`src/rtl/rv32_pkg.sv`:
```
// rtl/rv32_pkg.sv - RV32I opcode constants and instruction field helpers
// Shared by the load-use scoreboard and the EX-stage forwarding unit.
package rv32_pkg;

    localparam logic [6:0] OPC_LOAD   = 7'b0000011;
    localparam logic [6:0] OPC_STORE  = 7'b0100011;
    localparam logic [6:0] OPC_BRANCH = 7'b1100011;
    localparam logic [6:0] OPC_OP     = 7'b0110011;
    localparam logic [6:0] OPC_LUI    = 7'b0110111;
    localparam logic [6:0] OPC_AUIPC  = 7'b0010111;
    localparam logic [6:0] OPC_JAL    = 7'b1101111;

    typedef enum logic {
        ST_RUN   = 1'b0,
        ST_STALL = 1'b1
    } sb_state_e;

    function automatic logic [6:0] inst_opcode(input logic [31:0] inst);
        return inst[6:0];
    endfunction

    function automatic logic [4:0] inst_rd(input logic [31:0] inst);
        return inst[11:7];
    endfunction

    function automatic logic [4:0] inst_rs1(input logic [31:0] inst);
        return inst[19:15];
    endfunction

    function automatic logic [4:0] inst_rs2(input logic [31:0] inst);
        return inst[24:20];
    endfunction

endpackage

```
`src/rtl/src_use_decode.sv`:
```
// rtl/src_use_decode.sv - opcode to source-register-use decode
// Purely combinational; also instantiated by the forwarding unit.
module src_use_decode
    import rv32_pkg::*;
(
    input  logic [6:0] opcode,
    output logic       use_rs1,
    output logic       use_rs2
);

    always_comb begin
        use_rs1 = 1'b1;
        use_rs2 = 1'b0;
        if (opcode == OPC_LUI || opcode == OPC_AUIPC || opcode == OPC_JAL) begin
            use_rs1 = 1'b0;
        end
        if (opcode == OPC_OP || opcode == OPC_STORE || opcode == OPC_BRANCH) begin
            use_rs2 = 1'b1;
        end
    end

endmodule

```
`src/rtl/load_use_scoreboard.sv`:
```
// rtl/load_use_scoreboard.sv - load-use interlock: pending-load mask, ID stall, stall watchdog
// Optional SCOREBOARD_STATS_EN adds a free-running 32-bit stall cycle counter.
module load_use_scoreboard
    import rv32_pkg::*;
#(
    parameter int NREG      = 32,
    parameter int MAX_STALL = 15
) (
    input  logic            clk,
    input  logic            rst,
    input  logic [31:0]     id_inst,
    input  logic            id_valid,
    input  logic [31:0]     ex_inst,
    input  logic            ex_valid,
    input  logic [4:0]      wb_rd,
    input  logic            wb_load_done,
    output logic            stall,
    output logic            bubble,
    output logic [NREG-1:0] pending,
    output logic            stall_err,
    output logic [31:0]     stall_cycles
);

    localparam logic [NREG-1:0] ONE = {{(NREG-1){1'b0}}, 1'b1};

    sb_state_e       state_q, state_d;
    logic [7:0]      stall_cnt_q, stall_cnt_d;
    logic            stall_err_q, stall_err_d;
    logic [NREG-1:0] pending_q, pending_d;

    logic            use_rs1, use_rs2;
    logic [4:0]      rs1, rs2, ex_rd;
    logic [NREG-1:0] clr, set, eff;
    logic            hazard;
    logic            unused_bits;

    assign unused_bits = ^{id_inst[31:25], id_inst[14:7], ex_inst[31:12]};

    src_use_decode u_decode (
        .opcode  (inst_opcode(id_inst)),
        .use_rs1 (use_rs1),
        .use_rs2 (use_rs2)
    );

    always_comb begin
        rs1   = inst_rs1(id_inst);
        rs2   = inst_rs2(id_inst);
        ex_rd = inst_rd(ex_inst);
        clr   = (wb_load_done && wb_rd != 5'd0) ? (ONE << wb_rd) : '0;
        // Writeback in the same cycle releases the reg: the regfile is write-first.
        eff   = pending_q & ~clr;
        hazard = id_valid &&
                 ((use_rs1 && rs1 != 5'd0 && eff[rs1]) ||
                  (use_rs2 && rs2 != 5'd0 && eff[rs2]));
        stall  = hazard && !rst;
        bubble = stall;
        set = (ex_valid && !bubble && inst_opcode(ex_inst) == OPC_LOAD && ex_rd != 5'd0)
              ? (ONE << ex_rd) : '0;
        // A newer load to the same rd wins over the older one's writeback.
        pending_d = eff | set;
    end

    always_comb begin
        state_d     = state_q;
        stall_cnt_d = stall_cnt_q;
        stall_err_d = stall_err_q;
        case (state_q)
            ST_RUN: begin
                if (stall) begin
                    state_d     = ST_STALL;
                    stall_cnt_d = 8'd1;
                end
            end
            ST_STALL: begin
                if (!stall) begin
                    state_d     = ST_RUN;
                    stall_cnt_d = 8'd0;
                end else if (stall_cnt_q != 8'hFF) begin
                    stall_cnt_d = stall_cnt_q + 8'd1;
                end
                if (stall_cnt_q == 8'(MAX_STALL)) begin
                    stall_err_d = 1'b1;
                end
            end
            default: begin
                state_d     = ST_RUN;
                stall_cnt_d = 8'd0;
            end
        endcase
    end

    always_ff @(posedge clk) begin
        if (rst) begin
            state_q     <= ST_RUN;
            stall_cnt_q <= 8'd0;
            stall_err_q <= 1'b0;
            pending_q   <= '0;
        end else begin
            state_q     <= state_d;
            stall_cnt_q <= stall_cnt_d;
            stall_err_q <= stall_err_d;
            pending_q   <= pending_d;
        end
    end

    assign pending   = pending_q;
    assign stall_err = stall_err_q;

`ifdef SCOREBOARD_STATS_EN
    logic [31:0] stall_cycles_q, stall_cycles_d;

    always_comb begin
        stall_cycles_d = stall_cycles_q + {31'd0, stall};
    end

    always_ff @(posedge clk) begin
        if (rst) begin
            stall_cycles_q <= 32'd0;
        end else begin
            stall_cycles_q <= stall_cycles_d;
        end
    end

    assign stall_cycles = stall_cycles_q;
`else
    assign stall_cycles = 32'd0;
`endif

endmodule

```
`config.mk`:
```
export PLATFORM = sky130hd
export DESIGN_NAME = load_use_scoreboard
export DESIGN_NICKNAME = d
export VERILOG_FILES = /design/src/rtl/rv32_pkg.sv /design/src/rtl/src_use_decode.sv /design/src/rtl/load_use_scoreboard.sv
export SDC_FILE = /design/constraint.sdc
export NUM_CORES = 1
export LEC_CHECK = 0
export CAP_MARGIN = 20
export CORE_UTILIZATION = 39
export DETAILED_ROUTE_END_ITERATION = 12
export PLACE_DENSITY = 0.77
export SLEW_MARGIN = 20
export SYNTH_ARGS = -nofsm -noshare
export SYNTH_HDL_FRONTEND = slang
export SYNTH_SLANG_ARGS = --single-unit
export TNS_END_PERCENT = 1
```
`constraint.sdc`:
```
create_clock -name clk -period 2.94 [get_ports clk]
set_input_delay 0.588 -clock clk [delete_from_list [all_inputs] [get_ports clk]]
set_output_delay 0.588 -clock clk [all_outputs]
set_load 0.005 [all_outputs]
```
* Yosys cells after proc, flatten, opt, wreduce, memory -nomap -nowiden
Index checks and enable logic that the tools add are counted.
Operators by class: add/subtract/negate cells 1, $lt $le $gt $ge 2, eq/ne operators 11, shifts and indexed selects 2, muxes and demuxes 13, bitwise operators 4, reductions and logical operators 23
Operators by type and width (count):
- $mux 32 | 2
- $shl 1x5->32 const A | 2
- $and 32x32->32 | 1
- $not 32->32 | 1
- $or 32x32->32 | 1
- $mux 8 | 3
- $eq 7x6->1 const B | 3
- $reduce_bool 5->1 | 4
- $pmux 8 s2 | 1
- $eq 7x7->1 const B | 2
- $lt 5x6->1 const B | 2
- $bmux 1 s5 | 2
- $logic_and 1x1->1 | 10
- $add 8x1->8 const B | 1
- $eq 8x4->1 const B | 1
- $ne 8x8->1 const B | 1
- $eq 7x2->1 const B | 1
- $eq 7x5->1 const B | 1
- $logic_or 1x1->1 | 5
- $mux 1 | 5
- $reduce_and 2->1 | 2
- $ne 3x2->1 const B | 1
- $logic_not 1->1 | 2
- $ne 2x2->1 const B | 1
- $not 1->1 | 1
Word-level totals: register bits 42, input bits 74, output and inout port bits 67

* Logic depth before layout (Yosys ltp)
Gate-level depths: netlist of the first run.
depth after elaboration 17, gate-level depth with buffers 11, gate-level depth less buffers 8

* Cells and area by module
A second synthesis of the first run with hierarchy kept.
Second synthesis, totals: cell total of the unflattened synthesis 399, area, all modules 3378.2 um2
By module, submodules not included:
- load_use_scoreboard | times used 1, cells an instance 393, area an instance 3329.4 um2, sequential area each 840.8 um2
- src_use_decode | times used 1, cells an instance 6, area an instance 48.8 um2, sequential area each 0.0 um2

* Worst setup path after synthesis of the first run
No wires, ideal clock.
path type in2out, start input port wb_rd[4], end output port stall, data arrival time 2.511 ns, slack -0.159 ns, stages 10, buffers on the path 3, cell sequence buf_2 > nand2_1 > o21ai_0 > mux4_2 > mux2i_1 > a21oi_1 > or3b_4 > nand2_1 > buf_2 > buf_4
Between the ends: cells in the longest elaborated chain, start to end 11, elaborated cells on any way between the ends 15, those cells by class shift (1); mux (5); bitwise (2); reduce/logical (7)
RTL lines:
- from (decl) | RTL line load_use_scoreboard.sv:15 | input logic [4:0] wb_rd,
- $reduce_bool 5->1 | RTL line load_use_scoreboard.sv:49 | clr = (wb_load_done && wb_rd != 5'd0) ? (ONE << wb_rd) : '0;
- $logic_and 1x1->1 | RTL line load_use_scoreboard.sv:49
- $mux 32 * | RTL line load_use_scoreboard.sv:49
- $not 32->32 * | RTL line load_use_scoreboard.sv:51 | eff = pending_q & ~clr;
- $and 32x32->32 * | RTL line load_use_scoreboard.sv:51
- $bmux 1 s5, on equally long branches | RTL line load_use_scoreboard.sv:53, load_use_scoreboard.sv:54
- $mux 1, on equally long branches | RTL line load_use_scoreboard.sv:53, load_use_scoreboard.sv:54
- $logic_and 1x1->1, on equally long branches | RTL line load_use_scoreboard.sv:53, load_use_scoreboard.sv:54
- $logic_or 1x1->1 * | RTL line load_use_scoreboard.sv:53 | ((use_rs1 && rs1 != 5'd0 && eff[rs1]) ||
- $logic_and 1x1->1 * | RTL line load_use_scoreboard.sv:52 | hazard = id_valid &&
- $logic_and 1x1->1 * | RTL line load_use_scoreboard.sv:55 | stall = hazard && !rst;
- to (decl) | RTL line load_use_scoreboard.sv:17 | output logic stall,
Every way passes the cells marked *; elsewhere a longest branch is shown, timed or not. The select of a mux whose other input is x is not followed.

* Worst setup path after layout of the first run
start input port wb_load_done, end output port bubble
Between the ends: cells in the longest elaborated chain, start to end 10, elaborated cells on any way between the ends 13, those cells by class mux (5); bitwise (2); reduce/logical (6)
RTL lines:
- from (decl) | RTL line load_use_scoreboard.sv:16 | input logic wb_load_done,
- $logic_and 1x1->1 * | RTL line load_use_scoreboard.sv:49
- $mux 32 * | RTL line load_use_scoreboard.sv:49
- $not 32->32 * | RTL line load_use_scoreboard.sv:51
- $and 32x32->32 * | RTL line load_use_scoreboard.sv:51
- $bmux 1 s5, on equally long branches | RTL line load_use_scoreboard.sv:53, load_use_scoreboard.sv:54
- $mux 1, on equally long branches | RTL line load_use_scoreboard.sv:53, load_use_scoreboard.sv:54
- $logic_and 1x1->1, on equally long branches | RTL line load_use_scoreboard.sv:53, load_use_scoreboard.sv:54
- $logic_or 1x1->1 * | RTL line load_use_scoreboard.sv:53
- $logic_and 1x1->1 * | RTL line load_use_scoreboard.sv:52
- $logic_and 1x1->1 * | RTL line load_use_scoreboard.sv:55
- to (decl) | RTL line load_use_scoreboard.sv:18 | output logic bubble,
Marked as above.

==> results.cfg, run 1 <==
[detailed_routing]
drt_wl_total_mm = 13.3
drt-initial-drc-count = 307
vias = 4237
firstDrtPassIters = 5
ant_nets = 0
via_per_inst = 5.98
drc = 0
wire_per_inst_um = 18.8

[worst_setup_path]
worstPathRequired_ps = 2350
slowest_delay_ps = 480
start_kind = input port
reg2reg_slack_ps = 480
path_class = in -> out
crit_top_cell = buf_6
crit_path_end_kind = primary output
arrival_ps = 2530
crit_chain = buf_8 -> buf_6 -> nand4b_1 -> o21ai_2 -> mux4_2 -> mux2i_1 -> a21oi_2 -> or3b_4 -> nand2_4 -> buf_6
cp_max_fo = 4
cp_slowest_cell = mux4_2

[floorplanning]
initial_utilization_pct = 40.3
ios = 141
rows = 33
core_mm2 = 0.00826
dieArea_mm2 = 0.00891
die_y_um = 94.4
die_x_um = 94.4

[placement]
gp_congestion = 1.00
pre_cts_slack_ps = -992
dp.cells = 687
port_buffers = 73
dp_hpwl_mm = 9.90

[synthesis]
yosysUniqueCellTypes = 73
synth.avg_cell_area_um2 = 7.82
synth_ff_type = dfxtp_1
netlist_area_mm2 = 0.00333
synth_cells = 426
yosysSeqAreaShare_pct = 25.3
yosysWarnings = 0
synth_edf_count = 0
ys_async_sr_fraction_pct = 0
synth_seq_cells = 42

[clock_network]
htreeDepth = 2
cts-root-buf = clkbuf_8
clkSlewWorstSetupHoldPaths_ps = 90
cts_num_sinks = 42
cts_tree = done
numCtsBuffers = 5
clockBufferDepth = 2
insertion_delay_ps = 300

[global_route]
grt_max_degree = 28
grtUsageTotal_pct = 29.9
grt_pass1_vias = 3882
grt_overflow = 0
grt_first_pass_wirelength_mm = 20.2
antenna_found_initial = 0

[pwr]
peakVddDrop_uv = 200
p_leak_nw = 2.06
powerDensity_mw_per_mm2 = 268

[sta]
setup_ws_ps = -175
slew_violations = 0
max_slew_margin_pct = 50.0
final.period_utilization_pct = 106
min_period_ps = 3120
hold_viol = 0
hold_slack_ps = 499
finalSetupViolCount = 2
fin_skew_ps = 12.0
clock.fmax_mhz = 321
worstMarginPinSlew_ps = 745
rsz0062_at_grt = yes

[finish]
drive_above_1_share_pct = 30.7
syn2layout_area_growth_pct = 55.7
layoutNonFillerInstCount = 708
layout_common_cells = buf_4 (120), clkdlybuf4s50_1 (56), dfxtp_1 (42)
layout_commonest_cell = buf_4
fin_util_pct = 62.8
n_antenna_cell = 0
layout.nets = 677

[worst_hold_path]
hold_class = reg -> reg

[status]
status = finished with violations
violations = setup timing

[flow_run]
drv_cap = 0
[repair_timing]
action / in CTS / in global routing
hold buffers: 0 / 0
setup buffers: 12 / 0
pin swaps: 14 / 6
gates cloned: 1 / 0
endpoints found under the setup margin: 40 / 5
resized for setup: 89 / 7
[final cells by class]
type / count / area (um2)
inverter: 11 / 41.3
sequential: 42 / 841
fill: 718 / 3070
multi-input combinational: 338 / 2330
tap: 105 / 131
timing repair buffer: 204 / 1730
clock inverter: 2 / 37.5
clock buffer: 6 / 72.6
[logic make-up (layout without fill, tap and decap cells)]
| group | Yosys count | count (layout) | share of synthesized area, % |
|---|---|---|---|
| AND/OR/NAND/NOR | 158 | 158 | 27.8 |
| AO/OA/AOI/OAI | 137 | 137 | 29.5 |
| buffers and inverters | 77 | 223 | 13.5 |
| flip-flops | 42 | 42 | 25.3 |
| multiplexers | 8 | 8 | 2.89 |
| XOR/XNOR | 2 | 2 | 0.526 |
| adder cells (fa/ha/maj) | 1 | 1 | 0.376 |
| other | 1 | 32 | 0.113 |
[metal layers]
metal	vias to the layer above	GRT usage (%)	share of wire [%]
met3	59	4.35	9.8
met1	2002	38.0	40
met4	0	12.6	4.0
met2	272	50.3	47
met5	-	0	0
li1	1904	-	-
[per-stage QoR]
stage                     total power (W)  cell area [um2]  setup TNS [ps]
after floorplan                  0.000759             3500               0
after global placement           0.000889             4820          -19390
after detailed placement         0.000893             4820          -21540
after CTS                         0.00138             5150            -202
after global routing              0.00145             5180            -406
final                             0.00139             5180            -349
[synthesized netlist by cell type (3+ instances only)]
| master | number | area share (%) |
|---|---|---|
| nor3b_1 | 5 | 1.1 |
| or2_2 | 3 | 0.56 |
| o22a_1 | 3 | 0.79 |
| nor3_1 | 8 | 1.2 |
| nand3_1 | 28 | 4.2 |
| nor4_1 | 3 | 0.56 |
| nand4b_1 | 5 | 1.3 |
| nor2_1 | 18 | 2.0 |
| nand2_1 | 28 | 3.2 |
| dfxtp_1 | 42 | 25 |
| a211oi_1 | 3 | 0.68 |
| a41oi_1 | 3 | 0.79 |
| o21ai_0 | 39 | 5.9 |
| nand2b_1 | 13 | 2.4 |
| o21ai_1 | 3 | 0.45 |
| mux2i_1 | 4 | 1.2 |
| a21oi_1 | 14 | 2.1 |
| mux2_2 | 3 | 1.0 |
| nor2b_1 | 8 | 1.5 |
| inv_1 | 11 | 1.2 |
| a311oi_1 | 3 | 0.79 |
| nor4b_1 | 3 | 0.79 |
| o2111a_1 | 4 | 1.4 |
| o211ai_1 | 16 | 3.6 |
| nand4_1 | 6 | 1.1 |
| nand4bb_1 | 3 | 1.0 |
| buf_4 | 37 | 8.3 |
| a22o_1 | 3 | 0.79 |
| clkbuf_1 | 15 | 1.7 |
| a22oi_1 | 3 | 0.68 |
| buf_2 | 11 | 1.7 |
| or4_1 | 3 | 0.68 |
| o31a_1 | 3 | 0.79 |
| o2bb2ai_1 | 13 | 3.4 |
| and3_1 | 9 | 1.7 |
[sequential cells by signal, indices dropped and copies added (netlist names)]
signal / cells
pending: 32
state_q: 1
stall_err: 1
stall_cnt_q: 8
[worst max-delay path, delay by kind of cell]
family | cells | cell delay (ps)
and+or+nand+nor | 3 | 750
muxes | 2 | 650
buffers and inverters | 3 | 300
AOI/OAI and AO/OA | 2 | 240
[final timing paths]
check / startpoint / end / cells past startpoint
worst max-delay path: wb_load_done / bubble / 10
worst min-delay path: stall_err$_SDFFE_PP0P_ / stall_err$_SDFFE_PP0P_ / 2
worst max register to register: pending[21]$_SDFF_PP0_ / pending[27]$_SDFF_PP0_ / 10
worst min register to register: stall_err$_SDFFE_PP0P_ / stall_err$_SDFFE_PP0P_ / 2
[power by group]
part	leakage, nW	internal (W)	switching, W	total, W
combinational	1.67	0.000167	0.000178	0.000346
clock	0.0514	0.000254	0.000212	0.000466
sequential	0.338	0.000571	0.00000521	0.000576
Power figures use the tool's default switching activity.
==> inputs of run 2 (changes only) <==
--- a/config.mk
+++ b/config.mk
@@ -6,9 +6,10 @@
 export NUM_CORES = 1
 export LEC_CHECK = 0
 export CAP_MARGIN = 20
-export CORE_UTILIZATION = 39
+export CORE_UTILIZATION = 44
 export DETAILED_ROUTE_END_ITERATION = 12
-export PLACE_DENSITY = 0.77
+export GPL_TIMING_DRIVEN = 0
+export PLACE_DENSITY = 0.83
 export SLEW_MARGIN = 20
 export SYNTH_ARGS = -nofsm -noshare
 export SYNTH_HDL_FRONTEND = slang
==> constraint.sdc (replaced) <==
create_clock -name clk -period 2.9 [get_ports clk]
set_input_delay 0.58 -clock clk [delete_from_list [all_inputs] [get_ports clk]]
set_output_delay 0.58 -clock clk [all_outputs]
set_load 0.005 [all_outputs]
==> results.cfg, run 2 (synthesis results as in run 1) <==
[placement]
gp_congestion = 1.03
port_buffers = 67
pre_cts_slack_ps = -1600
dp_hpwl_mm = 9.30
dp.cells = 623

[worst_setup_path]
path_class = in -> out
rr_worst_depth = 10
crit_chain = buf_6 -> buf_6 -> buf_4 -> nor4bb_4 -> a41oi_1 -> a21oi_1 -> o41ai_2 -> nand4b_1 -> and4_4 -> nand2_4 -> buf_6 -> buf_6 -> buf_6
crit_top_cell = buf_6
cp_max_fo = 5
arrival_ps = 2720
reg2reg_slack_ps = 450
crit_path_end_kind = primary output
slowest_delay_ps = 360
cp_slowest_cell = nor4bb_4
worstPathRequired_ps = 2320
reg2reg_from = pending[8]$_SDFF_PP0_
r2r_end = stall_cnt_q[0]$_SDFFE_PP0P_
start_kind = input port

[worst_hold_path]
min_from = stall_err$_SDFFE_PP0P_
hold_class = reg -> reg
min_to = stall_err$_SDFFE_PP0P_
holdPathStages = 2

[global_route]
grt_first_pass_wirelength_mm = 19.7
grt_max_degree = 13
grt_pass1_vias = 3761
antenna_found_initial = 0
grt_overflow = 0
grtUsageTotal_pct = 32.9

[sta]
final.period_utilization_pct = 114
rsz0062_at_grt = yes
fin_skew_ps = 7.36
max_slew_margin_pct = 41.1
worstMarginPinSlew_ps = 872
clock.fmax_mhz = 303
tns_ps = -737
setup_ws_ps = -403
min_period_ps = 3300
finalSetupViolCount = 2
slew_violations = 0
hold_viol = 0

[finish]
multi_input_area_mm2 = 0.00241
layout_common_cells = buf_4 (74), clkdlybuf4s50_1 (53), dfxtp_1 (42)
fin_util_pct = 69.5
drive_above_1_share_pct = 27.4
syn2layout_area_growth_pct = 52.2
fill_cells = 597
layout_commonest_cell = buf_4
n_antenna_cell = 0
seqCellArea_um2 = 841
layout.nets = 649
largest_reg_flops = 32
layoutNonFillerInstCount = 673

[pwr]
p_total_w = 0.00143
peakVddDrop_uv = 220
power_frac_comb_pct = 25.5
powerDensity_mw_per_mm2 = 283
p_leak_nw = 1.96
switching_share_pct = 28.3
p_clk_share_pct = 34.0
p_sw_w = 0.000405
intPower_w = 0.00103
power_frac_seq_pct = 40.5

[floorplanning]
die_y_um = 89.0
ios = 141
initial_utilization_pct = 45.7
core_mm2 = 0.00729
rows = 31
dieArea_mm2 = 0.00792
die_x_um = 89.0

[detailed_routing]
drt_wl_total_mm = 13.2
firstDrtPassIters = 8
via_per_inst = 6.17
ant_nets = 0
drc = 0
drt-initial-drc-count = 384
wire_per_inst_um = 19.7
vias = 4155

[clock_network]
clockBufferDepth = 2
holdBufCountCts = 0
htreeDepth = 2
cts-root-buf = clkbuf_8
cts_tree = done
clkSlewWorstSetupHoldPaths_ps = 80
numCtsBuffers = 5
cts_num_sinks = 42
insertion_delay_ps = 300

[status]
status = finished with violations
violations = setup timing

[flow_run]
drv_cap = 0
-- run 2: metrics by stage --
step / hold WS [ps] / area, um2
global route: 533 / 5070
finish: 484 / 5070
CTS: 491 / 4930
floorplan: 465 / 3530
global placement: 474 / 4330
detailed placement: 472 / 4330
-- run 2: power groups by stage --
stage	Combinational, W	Sequential [W]	Clock [W]
global placement	0.000277	0.000594	0
finish	0.000366	0.000580	0.000488
detailed placement	0.000282	0.000594	0
CTS	0.000336	0.000580	0.000487
global route	0.000388	0.000581	0.000517
floorplan	0.000180	0.000593	0
-- run 2: timing repair --
item	CTS	global route
resized for setup	90	28
gates cloned	4	0
pin swaps	20	15
setup endpoints to repair	42	24
buffers inserted	32	8
-- run 2: worst max-delay path by stage --
stage          slack, ps  endpoint    startpoint  cells after the start
3_3_place_gp       -1610     stall   id_inst[17]                     11
6_report            -400     stall      wb_rd[2]                     13
3_5_place_dp       -1600     stall   id_inst[17]                     11
5_1_grt             -430     stall      wb_rd[2]                     14
4_1_cts             -370     stall  wb_load_done                     12
2_1_floorplan          1     stall      wb_rd[0]                     11
-- run 2: routing by layer --
| metal | global-route usage (%) | vias up | part of all wire, % |
|---|---|---|---|
| met1 | 41.6 | 1931 | 38 |
| met5 | 0 | - | 0 |
| met4 | 16.6 | 0 | 4.7 |
| li1 | - | 1850 | - |
| met2 | 53.7 | 312 | 48 |
| met3 | 6.19 | 62 | 9.9 |
-- run 2: cell type report --
class / instances / share of cell area [%]
Clock buffer: 6 / 1.63
Timing Repair Buffer: 111 / 20.7
Sequential cell: 42 / 16.6
Multi-Input combinational cell: 338 / 47.6
Tap cell: 99 / 2.44
Clock inverter: 1 / 0.592
Buffer: 65 / 9.65
Inverter: 11 / 0.815
-- run 2: critical path, delay by kind of cell --
family,cells,cell delay [ps]
compound gates,3,580
buf+inv,6,670
simple gates,4,880
